[src/rtl/seq_alu.sv]
// seq_alu -- sequential 32-bit ALU with a bit-serial shifter.
//
// Non-shift operations are computed in the accept cycle and are presented one
// cycle later. Shifts (SLL/SRL/SRA) move one bit position per cycle in SHIFT,
// driven by a 5-bit down-counter loaded from op_b[4:0]. The result is held in
// DONE until the consumer takes it.
//
// Ports
//   clk        rising-edge clock
//   rst        synchronous active-high reset
//   in_valid   operation presented on alu_ctrl/op_a/op_b
//   in_ready   unit can accept an operation (IDLE only)
//   alu_ctrl   4-bit operation code (ALU_* encodings below)
//   op_a       first operand / shift source
//   op_b       second operand / op_b[4:0] shift amount
//   flush      abort any in-flight operation
//   out_valid  result/zero valid (DONE only)
//   out_ready  consumer accepts result
//   result     registered operation result
//   zero       registered flag, result == 0
//   busy       high in SHIFT or DONE
module seq_alu (
  input  logic        clk,
  input  logic        rst,
  input  logic        in_valid,
  output logic        in_ready,
  input  logic [3:0]  alu_ctrl,
  input  logic [31:0] op_a,
  input  logic [31:0] op_b,
  input  logic        flush,
  output logic        out_valid,
  input  logic        out_ready,
  output logic [31:0] result,
  output logic        zero,
  output logic        busy
);

  // Operation encodings: {funct7[5], funct3} of the RV32I ALU instructions.
  localparam logic [3:0] ALU_ADD  = 4'b0000;
  localparam logic [3:0] ALU_SUB  = 4'b1000;
  localparam logic [3:0] ALU_SLL  = 4'b0001;
  localparam logic [3:0] ALU_SLT  = 4'b0010;
  localparam logic [3:0] ALU_SLTU = 4'b0011;
  localparam logic [3:0] ALU_XOR  = 4'b0100;
  localparam logic [3:0] ALU_SRL  = 4'b0101;
  localparam logic [3:0] ALU_SRA  = 4'b1101;
  localparam logic [3:0] ALU_OR   = 4'b0110;
  localparam logic [3:0] ALU_AND  = 4'b0111;

  typedef enum logic [1:0] {IDLE, SHIFT, DONE} state_t;

  state_t      state;
  logic [4:0]  cnt;       // remaining shift steps
  logic [31:0] sh_val;    // partially shifted operand
  logic [3:0]  sh_ctrl;   // latched shift opcode

  logic [31:0] acc_res;   // single-cycle result for the operation being accepted
  logic [31:0] step_res;  // sh_val moved by one bit position
  logic        is_shift;

  function automatic logic shift_op(input logic [3:0] c);
    return (c == ALU_SLL) || (c == ALU_SRL) || (c == ALU_SRA);
  endfunction

  // Shift opcodes return op_a here: this value is only used for shift-by-0,
  // real shifts go through the SHIFT state, so no barrel shifter is built.
  function automatic logic [31:0] alu_comb(input logic [3:0] c,
                                           input logic [31:0] a,
                                           input logic [31:0] b);
    logic [31:0] r;
    case (c)
      ALU_SUB:  r = a - b;
      ALU_SLT:  r = ($signed(a) < $signed(b)) ? 32'd1 : 32'd0;
      ALU_SLTU: r = (a < b) ? 32'd1 : 32'd0;
      ALU_XOR:  r = a ^ b;
      ALU_OR:   r = a | b;
      ALU_AND:  r = a & b;
      ALU_SLL,
      ALU_SRL,
      ALU_SRA:  r = a;
      default:  r = a + b;   // ADD and any unrecognised code
    endcase
    return r;
  endfunction

  function automatic logic [31:0] shift_step(input logic [3:0] c,
                                             input logic [31:0] v);
    logic [31:0] r;
    case (c)
      ALU_SLL: r = {v[30:0], 1'b0};
      ALU_SRA: r = {v[31], v[31:1]};
      default: r = {1'b0, v[31:1]};  // SRL
    endcase
    return r;
  endfunction

  assign is_shift = shift_op(alu_ctrl);
  assign acc_res  = alu_comb(alu_ctrl, op_a, op_b);
  assign step_res = shift_step(sh_ctrl, sh_val);

  // result and zero are always written from the same value in the same edge.
  always_ff @(posedge clk) begin
    if (rst) begin
      state     <= IDLE;
      cnt       <= 5'd0;
      sh_val    <= 32'd0;
      sh_ctrl   <= ALU_ADD;
      result    <= 32'd0;
      zero      <= 1'b1;
      out_valid <= 1'b0;
      busy      <= 1'b0;
      in_ready  <= 1'b1;
    end else if (flush) begin
      // Beats accept and handoff; the operation is dropped, result keeps its value.
      state     <= IDLE;
      cnt       <= 5'd0;
      out_valid <= 1'b0;
      busy      <= 1'b0;
      in_ready  <= 1'b1;
    end else begin
      case (state)
        IDLE: begin
          if (in_valid) begin
            busy     <= 1'b1;
            in_ready <= 1'b0;
            if (is_shift && (op_b[4:0] != 5'd0)) begin
              state   <= SHIFT;
              cnt     <= op_b[4:0];
              sh_val  <= op_a;
              sh_ctrl <= alu_ctrl;
            end else begin
              state     <= DONE;
              result    <= acc_res;
              zero      <= (acc_res == 32'd0);
              out_valid <= 1'b1;
            end
          end
        end
        SHIFT: begin
          sh_val <= step_res;
          cnt    <= cnt - 5'd1;
          if (cnt == 5'd1) begin
            state     <= DONE;
            result    <= step_res;
            zero      <= (step_res == 32'd0);
            out_valid <= 1'b1;
          end
        end
        DONE: begin
          // Handoff cycle never accepts; in_ready rises only after it.
          if (out_ready) begin
            state     <= IDLE;
            out_valid <= 1'b0;
            busy      <= 1'b0;
            in_ready  <= 1'b1;
          end
        end
        default: begin
          state     <= IDLE;
          out_valid <= 1'b0;
          busy      <= 1'b0;
          in_ready  <= 1'b1;
        end
      endcase
    end
  end

endmodule

[config.mk]
export PLATFORM = sky130hd
export DESIGN_NAME = seq_alu
export DESIGN_NICKNAME = d
export VERILOG_FILES = /design/src/rtl/seq_alu.sv
export SDC_FILE = /design/constraint.sdc
export NUM_CORES = 1
export LEC_CHECK = 0
export ABC_AREA = 1
export BUFFER_PORTS_ARGS = -buffer_cell sky130_fd_sc_hd__clkbuf_2
export CAP_MARGIN = 15
export CELL_PAD_IN_SITES_DETAIL_PLACEMENT = 0
export CELL_PAD_IN_SITES_GLOBAL_PLACEMENT = 1
export CORE_ASPECT_RATIO = 0.7
export CORE_MARGIN = 3
export CORE_UTILIZATION = 42
export CTS_CLUSTER_DIAMETER = 60
export DETAILED_ROUTE_END_ITERATION = 16
export PLACE_DENSITY = 0.81
export RECOVER_POWER = 100
export SLEW_MARGIN = 40
export SYNTH_ARGS = -nofsm -noshare
export SYNTH_HDL_FRONTEND = slang
export SYNTH_SLANG_ARGS = --single-unit
export TNS_END_PERCENT = 30
[constraint.sdc]
create_clock -name clk -period 2.7 [get_ports clk]
set_clock_uncertainty 0.2 [all_clocks]
set_input_delay 0.135 -clock clk [delete_from_list [all_inputs] [get_ports clk]]
set_output_delay 0.135 -clock clk [all_outputs]
set_load 0.02 [all_outputs]
# Word-level counts from Yosys, hierarchy flattened
# Cells that the tools add are included.
op_classes:
  addsub: 3
  magnitude_cmp: 2
  eq_ne: 19
  n_mux: 33
  n_bitwise: 5
  reduce_logical: 17
ops:
  columns: ["operator", "count"]
  rows:
  - ["$pmux W32 S7", 1]
  - ["$pmux W32 S2", 3]
  - ["$mux W32", 5]
  - ["$logic_not A32 Y1", 2]
  - ["$lt A32 B32 Y1", 2]
  - ["$add A32 B32 Y32", 1]
  - ["$and A32 B32 Y32", 1]
  - ["$or A32 B32 Y32", 1]
  - ["$sub A32 B32 Y32", 1]
  - ["$xor A32 B32 Y32", 1]
  - ["$eq A4 B3 Y1 const B", 4]
  - ["$eq A4 B4 Y1 const B", 3]
  - ["$mux W1", 12]
  - ["$reduce_and A4 Y1", 3]
  - ["$mux W5", 2]
  - ["$ne A2 B2 Y1 const B", 5]
  - ["$pmux W5 S2", 1]
  - ["$pmux W1 S3", 3]
  - ["$reduce_and A3 Y1", 3]
  - ["$eq A4 B1 Y1 const B", 2]
  - ["$eq A4 B2 Y1 const B", 2]
  - ["$mux W2", 4]
  - ["$pmux W2 S3", 1]
  - ["$eq A5 B1 Y1 const B", 1]
  - ["13 further kinds", 15]
word_totals:
  ff_bits: 79
  in_bits: 73
  output_inout_bits: 36
  word_cells: 88

# Depth between registers and ports, before layout
logic_depth:
  word_depth: 7
  ltp_mapped: 22
  ltp_nobuf: 22

# Worst setup path before layout
# OpenSTA, ideal clock, no wires.
synth_path:
  kind: "input -> register"
  startpoint: "input op_a[0]"
  endpoint: "register zero"
  setup_time_ns: 0.058
  t_arrival_ns: 2.023
  required_ns: 2.442
  slack_ns: 0.418
  path_stages: 21
  path_buffers: 0
  cell_sequence: "inv_1 -> ha_1 -> inv_1 -> fa_1 -> nand2_1 -> nand2_1 -> nand3_1 -> nand2_1 -> nand2_1 -> nand3_1 -> nand2_1 -> nand3_1 -> nand3_1 -> nand3_1 -> nor2_1 -> nand2_1 -> nor2_1 -> nand4_1 -> nand2_1 -> nand2_1 -> nand2_1"
synth_between:
  elab_chain_cells: 7
  elab_cells_between_ends: 14
  classes_between: "2 x add/sub; 2 x order compare; 6 x mux; 3 x bitwise; 1 x reduce/logical"
synth_lines:
  columns: ["item", "line", "text"]
  rows:
  - ["start: declaration", "28", "input logic [31:0] op_a,"]
  - ["$lt A32 B32 Y1, on equally long branches", "74, 73", null]
  - ["$mux W1, on equally long branches", "74, 73", null]
  - ["$pmux W32 S7 *", "71", "case (c)"]
  - ["$logic_not A32 Y1 *", "134", "zero <= (acc_res == 32'd0);"]
  - ["$mux W1 *", "126", "if (is_shift && (op_b[4:0] != 5'd0)) begin"]
  - ["$mux W1 *", "123", "if (in_valid) begin"]
  - ["$pmux W1 S2 *", "121", "case (state)"]
  - ["end signal: assignment", "134", null]
  - ["end signal: assignment", "145", "zero <= (step_res == 32'd0);"]
  - ["end: declaration", "34", "output logic zero,"]
# Mark *: on every way between the ends. The rest lies on a longest branch, timed or not. The select of a mux whose other input is x is not followed.
# A chain may end at the register's enable or synchronous reset.

# Worst setup path in the final report
layout_path:
  startpoint: "input op_b[10]"
  endpoint: "register zero"
layout_between:
  elab_chain_cells: 7
  elab_cells_between_ends: 14
  classes_between: "2 x add/sub; 2 x order compare; 6 x mux; 3 x bitwise; 1 x reduce/logical"
layout_lines:
  columns: ["item", "line", "text"]
  rows:
  - ["start: declaration", "29", "input logic [31:0] op_b,"]
  - ["$lt A32 B32 Y1, on equally long branches", "74, 73", null]
  - ["$mux W1, on equally long branches", "74, 73", null]
  - ["$pmux W32 S7 *", "71", null]
  - ["$logic_not A32 Y1 *", "134", null]
  - ["$mux W1 *", "126", null]
  - ["$mux W1 *", "123", null]
  - ["$pmux W1 S2 *", "121", null]
# Marks and branches as above.

==> impl_results.md <==
* CTS tree: yes
* Crit share post-route at 96.4%
* Syn Inst Count at 1923
* Req. time, crit path at 2.79 ns
* Synthesized cell area at 0.0107 mm^2
* DP HPWL at 41.2 mm
* Clk Latency, worst-skew pair at 0.35 ns
* Combinational power share at 51.9%
* Placed cell count at 2614
* Largest stage delay, worst path at 0.39 ns
* Flop pwr share at 24.3%
* Count of final setup violators at 0
* Clk pwr share at 23.8%
* Slew margin rel. at 45.7%
* Global-route wire length before repair at 74.1 mm
* Net Sw Power at 2370 uW
* Max-cap viol count at 0
* Worst min path class: in -> reg
* CP Buf/Inv Count at 4
* Register area share after synthesis at 14.8%
* Crit Path Max Fanout at 5
* Sw Share at 43.2%
* Crit Path Category: in -> reg
* Layout Nets at 2484
* Average wire per standard cell at 18.6 um
* Slowest stage cell, crit path: ha_2
* Layout cells sized above 1 at 22.8%
* Final count of hold timing violations at 0
* Area grow syn2layout at 34.1%
* H-tree depth at 3
* Congestion Overflow GR at 0
* Reg clk slew, reported paths at 0.07 ns
* Initial antenna violation count at 1
* Leakage power at 0.00810 uW
* Drt initial violations at 1480
* Core box area at 0.0249 mm^2
* Detailed-route via count at 14000
* Critical Path Source Type: input pin
* Port Buf Inserts at 108
* Clock buffer depth at 2
* Fin. max-slew vios at 0
* Gr usage total at 34.6%
* Outcome: finished clean
* Die Wd at 197 um
* Final Non-Filler Cells at 2642
* Vias/cell at 5.29
* Final Critical Period at 2.60 ns
* CP Capture Type: flip-flop
* Clk sinks at 79
* Vias in the first global route at 12700
* Row count at 48
* Crit path cell chain: clkbuf_2, inv_1, ha_2, nand2_1, buf_4, nor2_1, and2_1, nand2_1, nand2_2, buf_4, nand2_1, nand2_1, nand2_1, nand3_1, nand3_1, nor2_1, nand2_1, nor2_1, nand4_1, nand2_1, nand2_1, nand2_1
* Worst hold slack at 0.000376 ns
* WP data arrival at 2.70 ns
* Yosys warnings at 0
* Final core utilization at 57.8%
* DIE AREA at 0.0275 mm^2
* Yosys cell types at 42
* Pre-antenna DRT Iters at 5
* Gpl congestion at 1.03
* Pin count of the biggest net entering global routing at 65
* CP top delay family: simple AND/OR/NAND/NOR gates
* CP dominant cell by count: nand2_1
* Avg Inst Size Synth at 5.57 um^2
* Syn nets at 2096
* Die Height at 140 um
* #FFs+latches synth at 79
* Pwr Density at 382 mW/mm^2
* Pint at 3110 uW
* Starting Density at 43.1%
* I/O pin count at 109
* Max Freq at 384 MHz
* Reg2reg setup slack at 0.17 ns
* Worst VDD drop at 0.000388 V
* Clk root buf: clkbuf_16
* CTS buffer count at 9
* WL final at 49.0 mm
* Drc violations at 0
* Antenna-violating nets left at 0
* Worst-Margin Slew at 0.814 ns
==> worst min-delay path: cells and delay by family <==
family	cells	cell delay, ns
buf+inv	2	0.24
compound gates	1	0.07
simple gates	1	0.06
==> metrics by stage <==
stage          power (uW)  area (um^2)  worst slack, ns  setup TNS [ns]
6_report             5480        14400           0.0971               0
3_3_place_gp         4070        13800           -0.427          -0.704
4_1_cts              5400        14300           0.0229               0
2_1_floorplan        2770        10700            0.418               0
3_5_place_dp         4090        13900           -0.419          -0.758
5_1_grt              5790        14400          -0.0134         -0.0134
==> flip-flops by register name (all words and copies together) (netlist names) <==
| name | count |
|---|---|
| sh_val | 32 |
| out_valid | 1 |
| busy | 1 |
| in_ready | 1 |
| state | 2 |
| sh_ctrl | 4 |
| cnt | 5 |
| result | 32 |
| zero | 1 |
==> power by group through the flow <==
| stage | Sequential, uW | Clock (uW) | Combinational [uW] |
|---|---|---|---|
| detailed placement | 1350 | 0 | 2740 |
| floorplan | 1400 | 0 | 1370 |
| global placement | 1350 | 0 | 2720 |
| global route | 1340 | 1360 | 3090 |
| finish | 1330 | 1300 | 2850 |
| CTS | 1330 | 1300 | 2770 |
==> layer usage <==
metal  vias to the layer above  share of wire [%]  global-route usage, %
met5                         -              0.027                      0
met4                         2                1.7                   5.25
met3                        52                8.4                   4.38
met2                       617                 43                   53.4
met1                      6389                 47                   52.3
li1                       6911                  -                      -
==> what timing repair did <==
action,4_1_cts,5_1_grt
endpoints found under the setup margin,1,2
hold buffers,10,0
resized for setup,2,42
setup buffers,0,1
hold endpoints to repair,15,0
cloned,0,0
pin swaps,0,5
==> cells in the final DEF (no fill, tap or decap), types with 4 or more instances in the layout <==
| master | count |
|---|---|
| a21oi_2 | 5 |
| o22ai_1 | 58 |
| buf_12 | 5 |
| ha_1 | 88 |
| nor2_1 | 145 |
| inv_1 | 333 |
| and2_1 | 5 |
| buf_4 | 322 |
| a31oi_1 | 63 |
| nor2_2 | 21 |
| nand3_1 | 134 |
| o211ai_1 | 6 |
| dlygate4sd3_1 | 10 |
| clkbuf_16 | 9 |
| nand4_1 | 25 |
| xor2_1 | 8 |
| mux2i_1 | 17 |
| o21bai_1 | 4 |
| nor2_4 | 8 |
| nand2_1 | 577 |
| o21ai_1 | 7 |
| dfxtp_1 | 79 |
| nor3_1 | 13 |
| a21oi_1 | 54 |
| ha_2 | 8 |
| clkbuf_1 | 38 |
| clkbuf_2 | 74 |
| or2_2 | 25 |
| o21ai_0 | 107 |
| inv_2 | 10 |
| nand2_2 | 17 |
| nand3_2 | 5 |
==> cell families (layout without fill, tap and decap cells) <==
family,count (synthesis),in the layout,synth area share (%)
DFF,79,79,14.8
xor gates and xnor gates,9,9,0.736
other,0,1,0
muxes,17,17,1.59
and+or+nand+nor,987,987,38.9
buffers and inverters,422,815,15.9
AOI/OAI and AO/OA,309,309,16.3
adders and majority gates,100,100,11.8
==> worst paths after layout <==
path,cells after the start,to,startpoint
hold / removal,4,sh_val[11],op_a[11]
setup / recovery,22,zero,op_b[10]
hold reg to reg,2,sh_ctrl[1],sh_ctrl[1]
setup reg to reg,14,zero,sh_ctrl[1]
==> cell type report <==
type	instances	area (um^2)
inverter	345	1300
clock inverter	7	78.8
clock buffer	9	225
sequential	79	1580
multi-input combinational	1422	7590
timing repair buffer	454	3180
fill	2620	10500
tap	325	407
antenna	1	2.50
==> synth_stat cells <==
cell / number / share of area (%)
nand2_2: 7 / 0.41
a31oi_1: 63 / 3.7
nor4_1: 4 / 0.23
xnor2_1: 1 / 0.082
o21ai_0: 108 / 5.0
ha_1: 98 / 11
nor3b_1: 1 / 0.070
o211ai_1: 6 / 0.42
and3_1: 1 / 0.058
o21ai_1: 6 / 0.28
nand3b_1: 2 / 0.14
inv_1: 333 / 12
clkinv_1: 2 / 0.070
buf_4: 12 / 0.84
a311oi_1: 2 / 0.16
nand3_2: 1 / 0.093
o2bb2ai_1: 1 / 0.082
a21oi_2: 2 / 0.16
buf_2: 35 / 1.6
buf_6: 4 / 0.42
nand3_1: 138 / 6.4
nor3_2: 2 / 0.19
o22ai_1: 58 / 3.4
nor2_2: 18 / 1.1
xor2_1: 8 / 0.65
and2_1: 5 / 0.29
fa_1: 2 / 0.37
or2_2: 25 / 1.5
a21oi_1: 57 / 2.7
nand4_1: 25 / 1.5
nand2_1: 587 / 21
inv_2: 9 / 0.32
clkbuf_2: 1 / 0.047
mux2i_1: 17 / 1.6
a211oi_1: 2 / 0.14
inv_4: 1 / 0.058
nor3_1: 15 / 0.70
nor2_1: 153 / 5.4
dfxtp_1: 79 / 15
o21bai_1: 4 / 0.28
clkbuf_1: 25 / 0.88
nor2_4: 3 / 0.32
Note: power is estimated with default switching activity, not from simulation.
